**src/rtl/wb_cmd_master_pkg.sv**
```systemverilog
// Shared definitions for the Wishbone command master.
// State encodings and the default timeout read-back value.
package wb_cmd_master_pkg;

    typedef enum logic [1:0] {
        ST_IDLE = 2'd0,
        ST_BUS  = 2'd1,
        ST_RESP = 2'd2
    } state_e;

    localparam logic [31:0] ERR_DATA_DEFAULT = 32'hDEADBEEF;

    localparam int CNT_W = 16;

endpackage

```
**src/rtl/wb_cmd_master_timeout.sv**
```systemverilog
// Bus-cycle watchdog: counts stalled cycles and flags the last allowed one.
// expired is high while the count sits at LIMIT-1.
module wb_timeout_ctr
    import wb_cmd_master_pkg::*;
#(
    parameter int LIMIT = 255
) (
    input  logic clk_i,
    input  logic rst_i,
    input  logic clr,
    input  logic en,
    output logic expired
);

    localparam logic [CNT_W-1:0] LAST = CNT_W'(LIMIT - 1);

    logic [CNT_W-1:0] cnt_q;
    logic [CNT_W-1:0] cnt_d;

    always_comb begin
        cnt_d = cnt_q;
        if (clr) begin
            cnt_d = '0;
        end else if (en) begin
            cnt_d = cnt_q + 1'b1;
        end
    end

    always_ff @(posedge clk_i or posedge rst_i) begin
        if (rst_i) begin
            cnt_q <= '0;
        end else begin
            cnt_q <= cnt_d;
        end
    end

    assign expired = (cnt_q == LAST);

endmodule

```
**src/rtl/wb_cmd_master.sv**
```systemverilog
// Single-outstanding command to Wishbone classic bridge with timeout.
// One command in, one bus cycle, one response out.
module wb_cmd_master
    import wb_cmd_master_pkg::*;
#(
    parameter int          TIMEOUT  = 255,
    parameter logic [31:0] ERR_DATA = ERR_DATA_DEFAULT
) (
    input  logic        wb_clk_i,
    input  logic        wb_rst_i,
    input  logic        cmd_valid_i,
    output logic        cmd_ready_o,
    input  logic        cmd_we_i,
    input  logic [31:0] cmd_adr_i,
    input  logic [31:0] cmd_dat_i,
    input  logic [3:0]  cmd_sel_i,
    output logic        rsp_valid_o,
    input  logic        rsp_ready_i,
    output logic [31:0] rsp_dat_o,
    output logic        rsp_err_o,
    output logic        wbm_cyc_o,
    output logic        wbm_stb_o,
    output logic        wbm_we_o,
    output logic [3:0]  wbm_sel_o,
    output logic [31:0] wbm_adr_o,
    output logic [31:0] wbm_dat_o,
    input  logic        wbm_ack_i,
    input  logic [31:0] wbm_dat_i,
    output logic        busy_o
);

    state_e      state_q, state_d;
    logic        cyc_q, cyc_d;
    logic        we_q, we_d;
    logic [3:0]  sel_q, sel_d;
    logic [31:0] adr_q, adr_d;
    logic [31:0] dat_q, dat_d;
    logic [31:0] rdat_q, rdat_d;
    logic        err_q, err_d;

    logic accept;
    logic in_bus;
    logic expired;

    assign in_bus = (state_q == ST_BUS);
    assign accept = (state_q == ST_IDLE) && cmd_valid_i;

    wb_timeout_ctr #(
        .LIMIT (TIMEOUT)
    ) u_tmo (
        .clk_i   (wb_clk_i),
        .rst_i   (wb_rst_i),
        .clr     (accept),
        .en      (in_bus && !wbm_ack_i),
        .expired (expired)
    );

    always_comb begin
        state_d = state_q;
        we_d    = we_q;
        sel_d   = sel_q;
        adr_d   = adr_q;
        dat_d   = dat_q;
        rdat_d  = rdat_q;
        err_d   = err_q;
        unique case (state_q)
            ST_IDLE: begin
                if (cmd_valid_i) begin
                    we_d    = cmd_we_i;
                    sel_d   = cmd_sel_i;
                    adr_d   = cmd_adr_i;
                    dat_d   = cmd_dat_i;
                    state_d = ST_BUS;
                end
            end
            ST_BUS: begin
                // A late ack beats the watchdog.
                if (wbm_ack_i) begin
                    rdat_d  = we_q ? 32'h0 : wbm_dat_i;
                    err_d   = 1'b0;
                    state_d = ST_RESP;
                end else if (expired) begin
                    rdat_d  = ERR_DATA;
                    err_d   = 1'b1;
                    state_d = ST_RESP;
                end
            end
            ST_RESP: begin
                if (rsp_ready_i) begin
                    state_d = ST_IDLE;
                end
            end
            default: begin
                state_d = ST_IDLE;
            end
        endcase
        cyc_d = (state_d == ST_BUS);
    end

    always_ff @(posedge wb_clk_i or posedge wb_rst_i) begin
        if (wb_rst_i) begin
            state_q <= ST_IDLE;
            cyc_q   <= 1'b0;
            we_q    <= 1'b0;
            sel_q   <= '0;
            adr_q   <= '0;
            dat_q   <= '0;
            rdat_q  <= '0;
            err_q   <= 1'b0;
        end else begin
            state_q <= state_d;
            cyc_q   <= cyc_d;
            we_q    <= we_d;
            sel_q   <= sel_d;
            adr_q   <= adr_d;
            dat_q   <= dat_d;
            rdat_q  <= rdat_d;
            err_q   <= err_d;
        end
    end

    assign cmd_ready_o = (state_q == ST_IDLE) && !wb_rst_i;
    assign rsp_valid_o = (state_q == ST_RESP);
    assign rsp_dat_o   = rdat_q;
    assign rsp_err_o   = err_q;
    assign wbm_cyc_o   = cyc_q;
    assign wbm_stb_o   = cyc_q;
    assign wbm_we_o    = we_q;
    assign wbm_sel_o   = sel_q;
    assign wbm_adr_o   = adr_q;
    assign wbm_dat_o   = dat_q;
    assign busy_o      = (state_q != ST_IDLE);

endmodule
```
**config.mk**
```make
export PLATFORM = sky130hd
export DESIGN_NAME = wb_cmd_master
export DESIGN_NICKNAME = d
export VERILOG_FILES = /design/src/rtl/wb_cmd_master_pkg.sv /design/src/rtl/wb_cmd_master_timeout.sv /design/src/rtl/wb_cmd_master.sv
export SDC_FILE = /design/constraint.sdc
export NUM_CORES = 1
export LEC_CHECK = 0
export CORE_MARGIN = 2
export CORE_UTILIZATION = 55
export CTS_CLUSTER_SIZE = 25
export DETAILED_ROUTE_END_ITERATION = 12
export DONT_BUFFER_PORTS = 1
export MAX_ROUTING_LAYER = met4
export PLACE_DENSITY = 0.82
export SETUP_SLACK_MARGIN = 0.4
export SKIP_CTS_REPAIR_TIMING = 1
export SLEW_MARGIN = 20
export SYNTH_ARGS = -nofsm -noshare
export SYNTH_HDL_FRONTEND = slang
export SYNTH_HIERARCHICAL = 1
export SYNTH_SLANG_ARGS = --single-unit
```
**constraint.sdc**
```tcl
create_clock -name wb_clk_i -period 4.3 [get_ports wb_clk_i]
set_input_delay 0.43 -clock wb_clk_i [delete_from_list [all_inputs] [get_ports wb_clk_i]]
set_output_delay 0.43 -clock wb_clk_i [all_outputs]
set_load 0.02 [all_outputs]
```
# Yosys cells after proc, flatten, opt, wreduce, memory -nomap -nowiden
# Cells that the tools add are included.
[word_totals]
inputBits = 106
out_inout_bits = 107
latch_bits = 0
n_memories = 0
reg_bits = 121
romBits = 0
wordCells = 37
ram_bits = 0
[op_classes]
order_cmp = 0
n_reduce_logical = 11
muxes = 12
n_addsub = 1
shifts = 0
eq_ne = 4
bitwise = 0
mul = 0
div = 0
[ops]
columns = ["op", "count"]
rows = [
  ["32-bit 2-to-1 mux", 3],
  ["16-bit 2-to-1 mux", 2],
  ["16-bit by 1-bit adder with 16-bit output, second input constant", 1],
  ["16-bit by 8-bit == test with 1-bit output, second input constant", 1],
  ["2-bit 2-to-1 mux", 4],
  ["2-bit one-hot mux with 3 select lines", 1],
  ["2-bit nonzero test", 3],
  ["2-bit by 1-bit == test with 1-bit output, second input constant", 2],
  ["2-bit AND reduction", 2],
  ["1-bit logical AND", 3],
  ["2-bit == test, second input constant", 1],
  ["1-bit zero test", 2],
  ["2-bit zero test", 1],
  ["1-bit 2-to-1 mux", 2],
]

# Depth between registers and ports, before layout
# Gate-level depths: netlist of run 1.
[logic_depth]
word_depth = 5
mapped_depth = 9
mapped_depth_nobuf = 8

# By module
# Netlist of run 1, hierarchy kept.
[by_module_without_submodules]
columns = ["module", "seq_area_each_um2", "instances", "cells_each", "area_each_um2"]
rows = [
  ["wb_cmd_master", 2627.5, 1, 282, 4149.0],
  ["wb_timeout_ctr", 400.4, 1, 91, 934.6],
]

# Least setup slack after synthesis of run 1
# OpenSTA, ideal clock, no wires.
[synth_timing]
path_kind = "register -> register"
startpoint = "register state_q[1]"
endpoint = "register u_tmo.cnt_q[15]"
t_required_ns = 4.175
setup_time_ns = 0.125
stages_incl_launch_ff = 10
t_arrival_ns = 1.841
setup_slack_ns = 2.334
path_cell_list = "dfrtp_1 -> nand2b_1 -> buf_2 -> buf_2 -> nor2_1 -> buf_2 -> o211ai_4 -> nor3_4 -> nand3_2 -> mux2_4"
[synth_between]
elab_chain_cells = 3
[synth_rtl]
columns = ["element", "line", "source"]
rows = [
  ["start, declared", "wb_cmd_master.sv:32", "state_e state_q, state_d;"],
  ["start signal, assigned", "wb_cmd_master.sv:111", "state_q <= state_d;"],
  ["2-bit by 1-bit == test with 1-bit output or 2-bit zero test (tied branches)", "wb_cmd_master.sv:45, wb_cmd_master.sv:46", ""],
  ["1-bit logical AND (on tied branches)", "wb_cmd_master.sv:54, wb_cmd_master.sv:46", ""],
  ["2-bit nonzero test (no line) or 16-bit 2-to-1 mux (tied branches)", "-", ""],
  ["end signal, assigned", "wb_cmd_master_timeout.sv:33", "cnt_q <= cnt_d;"],
  ["end, declared", "wb_cmd_master_timeout.sv:17", "logic [CNT_W-1:0] cnt_q;"],
]
# Several ways; a longest one is shown, not always the timed one.
# A chain may end at the register's enable or synchronous reset.

# Worst setup path after layout of run 1
# Ends and elaborated chain as after synthesis.

==> metrics, run 1 <==
status=finished clean; CORE AREA=0.00911 mm2; I/O Buffers=0; row count=35; minimum clock period=2.46 ns; final hold vios=0; Post-DP HPWL=6930 um; syn avg cell area=13.6 um2; CTS Root Cell=clkbuf_8; post-route ant nets=0; fin crit share=57.2%; crit path max fanout=18; Synth Area in Adders=0.492%; Synth Area in Simple Gates=10.6%; Worst Path Required=4.68 ns; Final Util=61.8%; CTS max path bufs=2; Worst VDD drop=412 uV; Total GRT Usage=21.4%; Mapped Area=0.00508 mm2; largest area contributor in the netlist=dfrtp_1; ratio of cells with drive above 1 in the final layout=28.7%; clock-pin slew on the worst setup and hold paths=0.06 ns; number of top-level pins=213; total clock sinks=121; arrival time worst endpoint=2.84 ns; Synth Net Count=481; Crit Path Class=flip-flop to flip-flop; Net Sw Frac=39.7%; Sequential Power Share=56.4%; initial antenna violation count=0; most common cell after layout, fill and taps aside=dfrtp_1; met3 usage=8.43%; synthesized netlist cell count=373; Cell variety after synth=42; wire length per cell=20.1 um; GR Overflow Total=0; MaxCap Viol Count=0; asr flop ratio synth=100%; Starting Density=55.8%; Static Leak=2.36 nW; vias in the first global route=3,189; Die Span Y=100 um; critical path launch point type=flip-flop; met2 global-route usage=34.3%; Comb pwr share=16.1%; worst min path class=primary input to flip-flop; f_max=406 MHz; Synth Area in Compound Gates=8.15%; Post-layout nets=482; clock group share of total power=27.5%; Detailed Routing Iterations Pass 1=5; most frequent cells in the layout=dfrtp_1, mux2_2, nor2b_1; ys flop type=dfrtp_1; FF+latch count, synth=121; sequential-to-total area share from yosys stat=59.6%; first-pass GRT wire length=16,000 um; endpoints failing setup=0; routed vias=2,918; DRT iter0 DRCs=106; pwr/cell area=808 mW/mm2; drt drc=0; Clock Latency Late Sink=0.50 ns; headroom to the max-slew limit=31.9%; Synth top area share=59.6%; met1 Use GR=24.6%; worst slew pin tran=1.02 ns; DR vias/cell=5.86; yosys warns=6; EDFF count, synth=0; main combinational cell family by area after synthesis=multiplexers; synthesis-to-layout area growth=10.8%; post-synthesis mux area share=15.8%; Antenna Diode Count=0; Synth area leaders=dfrtp_1, mux2_2, o22a_1, nor2b_1, buf_6; xor-xnor portion of the synthesized cell area=1.90%; setup_tns=0 ns; total CTS buffers=17; Post-Route WL=10,000 um; Placer Congestion=0.803; Final Max Tran Viols=0; Int Pwr=0.00274 W; Die Span X=100 um; GR peak layer=met2; pin count of the biggest net entering global routing=59; post-route clock skew=0.00991 ns; Critical Path End Type=flip-flop; Switching Power=0.00181 W; H-tree level count=4; full die area=0.0100 mm2; CTS tree=done; RSZ-0062 raised after global routing=no
-- flip-flops by register name, indices dropped and copies added, names as in the netlist --
register	cells
wbm_adr_o	32
wbm_sel_o	4
rsp_dat_o	32
wbm_we_o	1
state_q	2
u_tmo/cnt_q	16
wbm_cyc_o	1
wbm_dat_o	32
rsp_err_o	1
-- final timing paths --
| kind | start | endpoint | slack, ns | cells after the start |
|---|---|---|---|---|
| max in group asynchronous | wb_rst_i | wbm_adr_o[30] | 2.69 | 3 |
| worst min register to register | state_q[1] | state_q[0] | 0.52 | 1 |
| worst max register to register | state_q[1] | u_tmo/cnt_q[15] | 1.84 | 6 |
| worst max-delay path | state_q[1] | u_tmo/cnt_q[15] | 1.84 | 6 |
| min in group asynchronous | wb_rst_i | u_tmo/cnt_q[5] | 0.54 | 2 |
| worst min-delay path | cmd_adr_i[25] | wbm_adr_o[25] | 0.06 | 1 |
-- kinds of logic (layout without fill, tap and decap cells) --
| family | count (synthesis) | in the layout |
|---|---|---|
| xor gates and xnor gates | 11 | 11 |
| and+or+nand+nor | 88 | 88 |
| muxes | 71 | 71 |
| adders and majority gates | 2 | 2 |
| DFF | 121 | 121 |
| buffers and inverters | 29 | 43 |
| AOI/OAI and AO/OA | 51 | 51 |
-- cell type report --
type	count	area (um2)
fillers	689	3480
clock buffers	18	418
multi-input cells	223	1880
well taps	111	139
flip-flops and latches	121	3030
inverters	8	32.5
clock inverters	14	115
repair buffers	3	25.0
-- synthesized netlist by cell type (3+ instances only) --
master / count
nand2_1: 13
o31ai_1: 8
nor2_1: 21
buf_2: 6
o21ai_0: 10
buf_6: 8
xnor2_1: 9
a21oi_1: 3
dfrtp_1: 121
nand4_1: 3
nor2b_1: 27
mux2_2: 63
nor3_1: 5
inv_1: 8
clkbuf_1: 6
mux2_1: 6
o22a_1: 24
or3_1: 3
-- metrics by stage --
stage	instances	area (um2)	hold WS (ns)	total power (W)	setup WS, ns
after global routing	498	5630	0.0306	0.00477	1.65
after global placement	465	5090	0.419	0.00327	1.91
after detailed placement	465	5090	0.445	0.00333	1.85
after CTS	497	5620	-0.0875	0.00460	1.85
final	498	5630	0.0623	0.00455	1.84
after floorplan	373	5080	0.344	0.00314	1.11
-- critical path: stages, from the launching register on --
cell	delay, ns
dfrtp_1	0.42
nand2b_1	0.44
nor2_1	0.64
o211ai_4	0.19
nor3_4	0.24
nand3_2	0.11
mux2_4	0.30
-- layer usage --
layer  share of wire [%]  wire length, um
met2                  50             5010
met5                   0                0
met3                 8.8              876
met4                 1.7              166
met1                  39             3950
-- power by group through the flow --
stage                     clock [W]  combinational, W  sequential, W
after floorplan                   0          0.000714        0.00243
after global placement            0          0.000700        0.00257
after detailed placement          0          0.000746        0.00258
after CTS                   0.00128          0.000744        0.00258
after global routing        0.00133          0.000818        0.00263
final                       0.00125          0.000733        0.00257
(Power assumes the default switching activity.)
==> run 2: changes to the inputs <==
--- a/config.mk
+++ b/config.mk
@@ -5,6 +5,7 @@
 export SDC_FILE = /design/constraint.sdc
 export NUM_CORES = 1
 export LEC_CHECK = 0
+export ABC_AREA = 1
 export CORE_MARGIN = 2
 export CORE_UTILIZATION = 55
 export CTS_CLUSTER_SIZE = 25
==> constraint.sdc (replaced) <==
create_clock -name wb_clk_i -period 2.4 [get_ports wb_clk_i]
set_input_delay 0.24 -clock wb_clk_i [delete_from_list [all_inputs] [get_ports wb_clk_i]]
set_output_delay 0.24 -clock wb_clk_i [all_outputs]
set_load 0.02 [all_outputs]
==> run 2 against run 1 <==
Net effect:
- worst setup slack got worse by 1.4 ns
- flip-flop and latch count unchanged
- synthesized cell count increased by 80%
- worst hold slack improved by 0.026 ns
- register-to-register slack got worse by 1.4 ns
- fmax increased by 22%
- clock-buffer cell count unchanged
- routed wire length increased by 68%
- core utilization increased by 14 points
- largest cell class unchanged
==> metrics, run 2 <==
main combinational cell family by area after synthesis=simple AND/OR/NAND/NOR gates; clock-pin slew on the worst setup and hold paths=0.06 ns (about the same); EDFF count, synth=0 (unchanged); DP Area=0.00541 mm2 (+6.4%); synthesis-to-layout area growth=36.2%; first-pass GRT wire length=18,800 um (+17%); Die Span Y=103 um (+2.7%); CTS tree=done; Synth area leaders=dfrtp_1, nand2_1, nand3_1, nor2_1, inv_1; routed vias=5,173 (+77%); synthesized netlist cell count=670 (+80%); area occupied by multi-input gates=0.00204 mm2 (+8.9%); minimum clock period=2.01 ns (-0.450 ns); Switching Power=0.00425 W (+140%); CORE AREA=0.00964 mm2 (+5.8%); Worst VDD drop=878 uV (+110%); post-route ant nets=0 (unchanged); drt drc=0 (unchanged); worst slew pin tran=0.871 ns (-0.151 ns); pin count of the biggest net entering global routing=72 (+22%); post-route clock skew=0.0124 ns (+0.00245 ns); DRT iter0 DRCs=347 (+230%); RSZ-0062 raised after global routing=no; worst min path class=primary input to flip-flop; headroom to the max-slew limit=41.7% (+9.9 points); DR vias/cell=5.51 (-6.0%); Clock Latency Late Sink=0.51 ns (about the same); largest area contributor in the netlist=dfrtp_1; critical path launch point type=flip-flop; Synth Net Count=778 (+62%); status=finished clean; Post-Route WL=16,800 um (+68%); cell area after layout=0.00732 mm2 (+30%); ratio of cells with drive above 1 in the final layout=7.44% (-21 points); crit path max fanout=51 (+33); CTS max path bufs=2 (unchanged); Starting Density=55.7% (-0.073 points); Die Span X=103 um (+2.7%); Reg area=0.00303 mm2 (unchanged); GR Overflow Total=0 (unchanged); Critical Path End Type=flip-flop; endpoints failing setup=0 (unchanged); Placer Congestion=0.855 (+6.5%); Post-synth top cells=nand2_1, dfrtp_1, nand3_1; I/O Buffers=0 (unchanged); row count=36 (+2.9%); number of top-level pins=213 (unchanged); pwr/cell area=1290 mW/mm2 (+60%); clock group share of total power=25.8% (-1.7 points); f_max=498 MHz (+22%); vias in the first global route=3,959 (+24%); FF+latch count, synth=121 (unchanged); Antenna Diode Count=0 (unchanged); Sequential Power Share=49.3% (-7.1 points); fin crit share=83.7% (+27 points); Synth Area in Adders=0.466% (-0.026 points); Detailed Routing Iterations Pass 1=5 (unchanged); arrival time worst endpoint=2.44 ns (-0.40 ns); H-tree level count=4 (unchanged); wire length per cell=17.9 um (-11%); Net Sw Frac=45.0% (+5.3 points); total CTS buffers=17 (unchanged); Fill cells=593 (-14%); Post-DP HPWL=8560 um (+24%); count leader, synth=nand2_1; Synth Area in Simple Gates=35.7% (+25 points); syn avg cell area=8.02 um2 (-41%); total clock sinks=121 (unchanged); Cell variety after synth=22 (-48%); Comb pwr share=24.9% (+8.8 points); Final Max Tran Viols=0 (unchanged); Total GRT Usage=23.8% (+2.4 points); yosys warns=6 (unchanged); Worst Path Required=2.83 ns (-1.85 ns); Int Pwr=0.00519 W (+89%); xor-xnor portion of the synthesized cell area=0% (-1.9 points); Crit Path Class=flip-flop to flip-flop; Mapped Area=0.00537 mm2 (+5.7%); asr flop ratio synth=100% (unchanged); most common cell after layout, fill and taps aside=nand2_1; Static Leak=3.68 nW (+56%); most frequent cells in the layout=nand2_1, dlygate4sd3_1, dfrtp_1; setup_tns=0 ns (unchanged); Reg2Reg Setup Slack=0.39 ns (-1.45 ns); Synth Area in Compound Gates=1.70% (-6.4 points); Synth top area share=56.4% (-3.2 points); post-synthesis mux area share=0% (-16 points); ys flop type=dfrtp_1; sequential-to-total area share from yosys stat=56.4% (-3.2 points); Post-layout nets=901 (+87%); MaxCap Viol Count=0 (unchanged); full die area=0.0106 mm2 (+5.5%); initial antenna violation count=0 (unchanged); CTS Root Cell=clkbuf_8; final hold vios=0 (unchanged)
==> run 2: metrics by stage <==
stage / power, W / hold WS, ns / instances / util (%) / setup WS, ns
2_1_floorplan: 0.00597 / 0.154 / 670 / - / 0.792
3_3_place_gp: 0.00634 / 0.234 / 776 / 56.2 / 0.602
3_5_place_dp: 0.00649 / 0.245 / 776 / 56.2 / 0.502
4_1_cts: 0.00891 / -0.300 / 808 / 62.1 / 0.450
5_1_grt: 0.00994 / 0.0747 / 939 / 75.9 / 0.277
6_report: 0.00944 / 0.0881 / 939 / 75.9 / 0.390
==> run 2: critical path: stages (launching register included) <==
cell	delay (ns)
dfrtp_1	0.44
nor2_4	0.18
buf_4	0.45
nand3_1	0.12
dlygate4sd3_1	0.62
nand2_1	0.10
==> run 2: cell families (layout without fill, tap and decap cells) <==
kind of cell | Yosys count | count (layout)
buffers and inverters | 67 | 203
AO/OA/AOI/OAI | 17 | 17
AND/OR/NAND/NOR | 463 | 463
adder cells (fa/ha/maj) | 2 | 2
flip-flops | 121 | 121
==> run 2: worst paths after layout <==
kind | from | end | cells after the start
max | state_q[1] | wbm_dat_o[26] | 5
min | cmd_valid_i | wbm_we_o | 3
max reg2reg | state_q[1] | wbm_dat_o[26] | 5
min reg2reg | u_tmo/cnt_q[6] | u_tmo/cnt_q[6] | 2
max in group asynchronous | wb_rst_i | wbm_dat_o[0] | 3
min in group asynchronous | wb_rst_i | u_tmo/cnt_q[6] | 2
==> run 2: layer usage <==
metal / vias up / track usage, % / share of wire, %
li1: 2319 / - / -
met1: 2473 / 28.2 / 38
met2: 346 / 37.8 / 50
met3: 35 / 8.20 / 10
met4: 0 / 9.01 / 2.0
met5: - / - / 0
==> run 2: power by group through the flow <==
stage          clock network, W  logic [W]  registers (W)
6_report                0.00243    0.00235        0.00466
5_1_grt                 0.00257    0.00265        0.00472
4_1_cts                 0.00245    0.00188        0.00458
3_5_place_dp                  0    0.00189        0.00460
3_3_place_gp                  0    0.00176        0.00458
2_1_floorplan                 0    0.00162        0.00435
==> run 2: layout make-up <==
| cell class | count | area share [%] |
|---|---|---|
| Sequential cell | 121 | 41.4 |
| Multi-Input combinational cell | 482 | 27.9 |
| Timing Repair Buffer | 139 | 18.9 |
| Clock buffer | 18 | 5.71 |
| Tap cell | 133 | 2.27 |
| Clock inverter | 14 | 2.07 |
| Inverter | 32 | 1.69 |
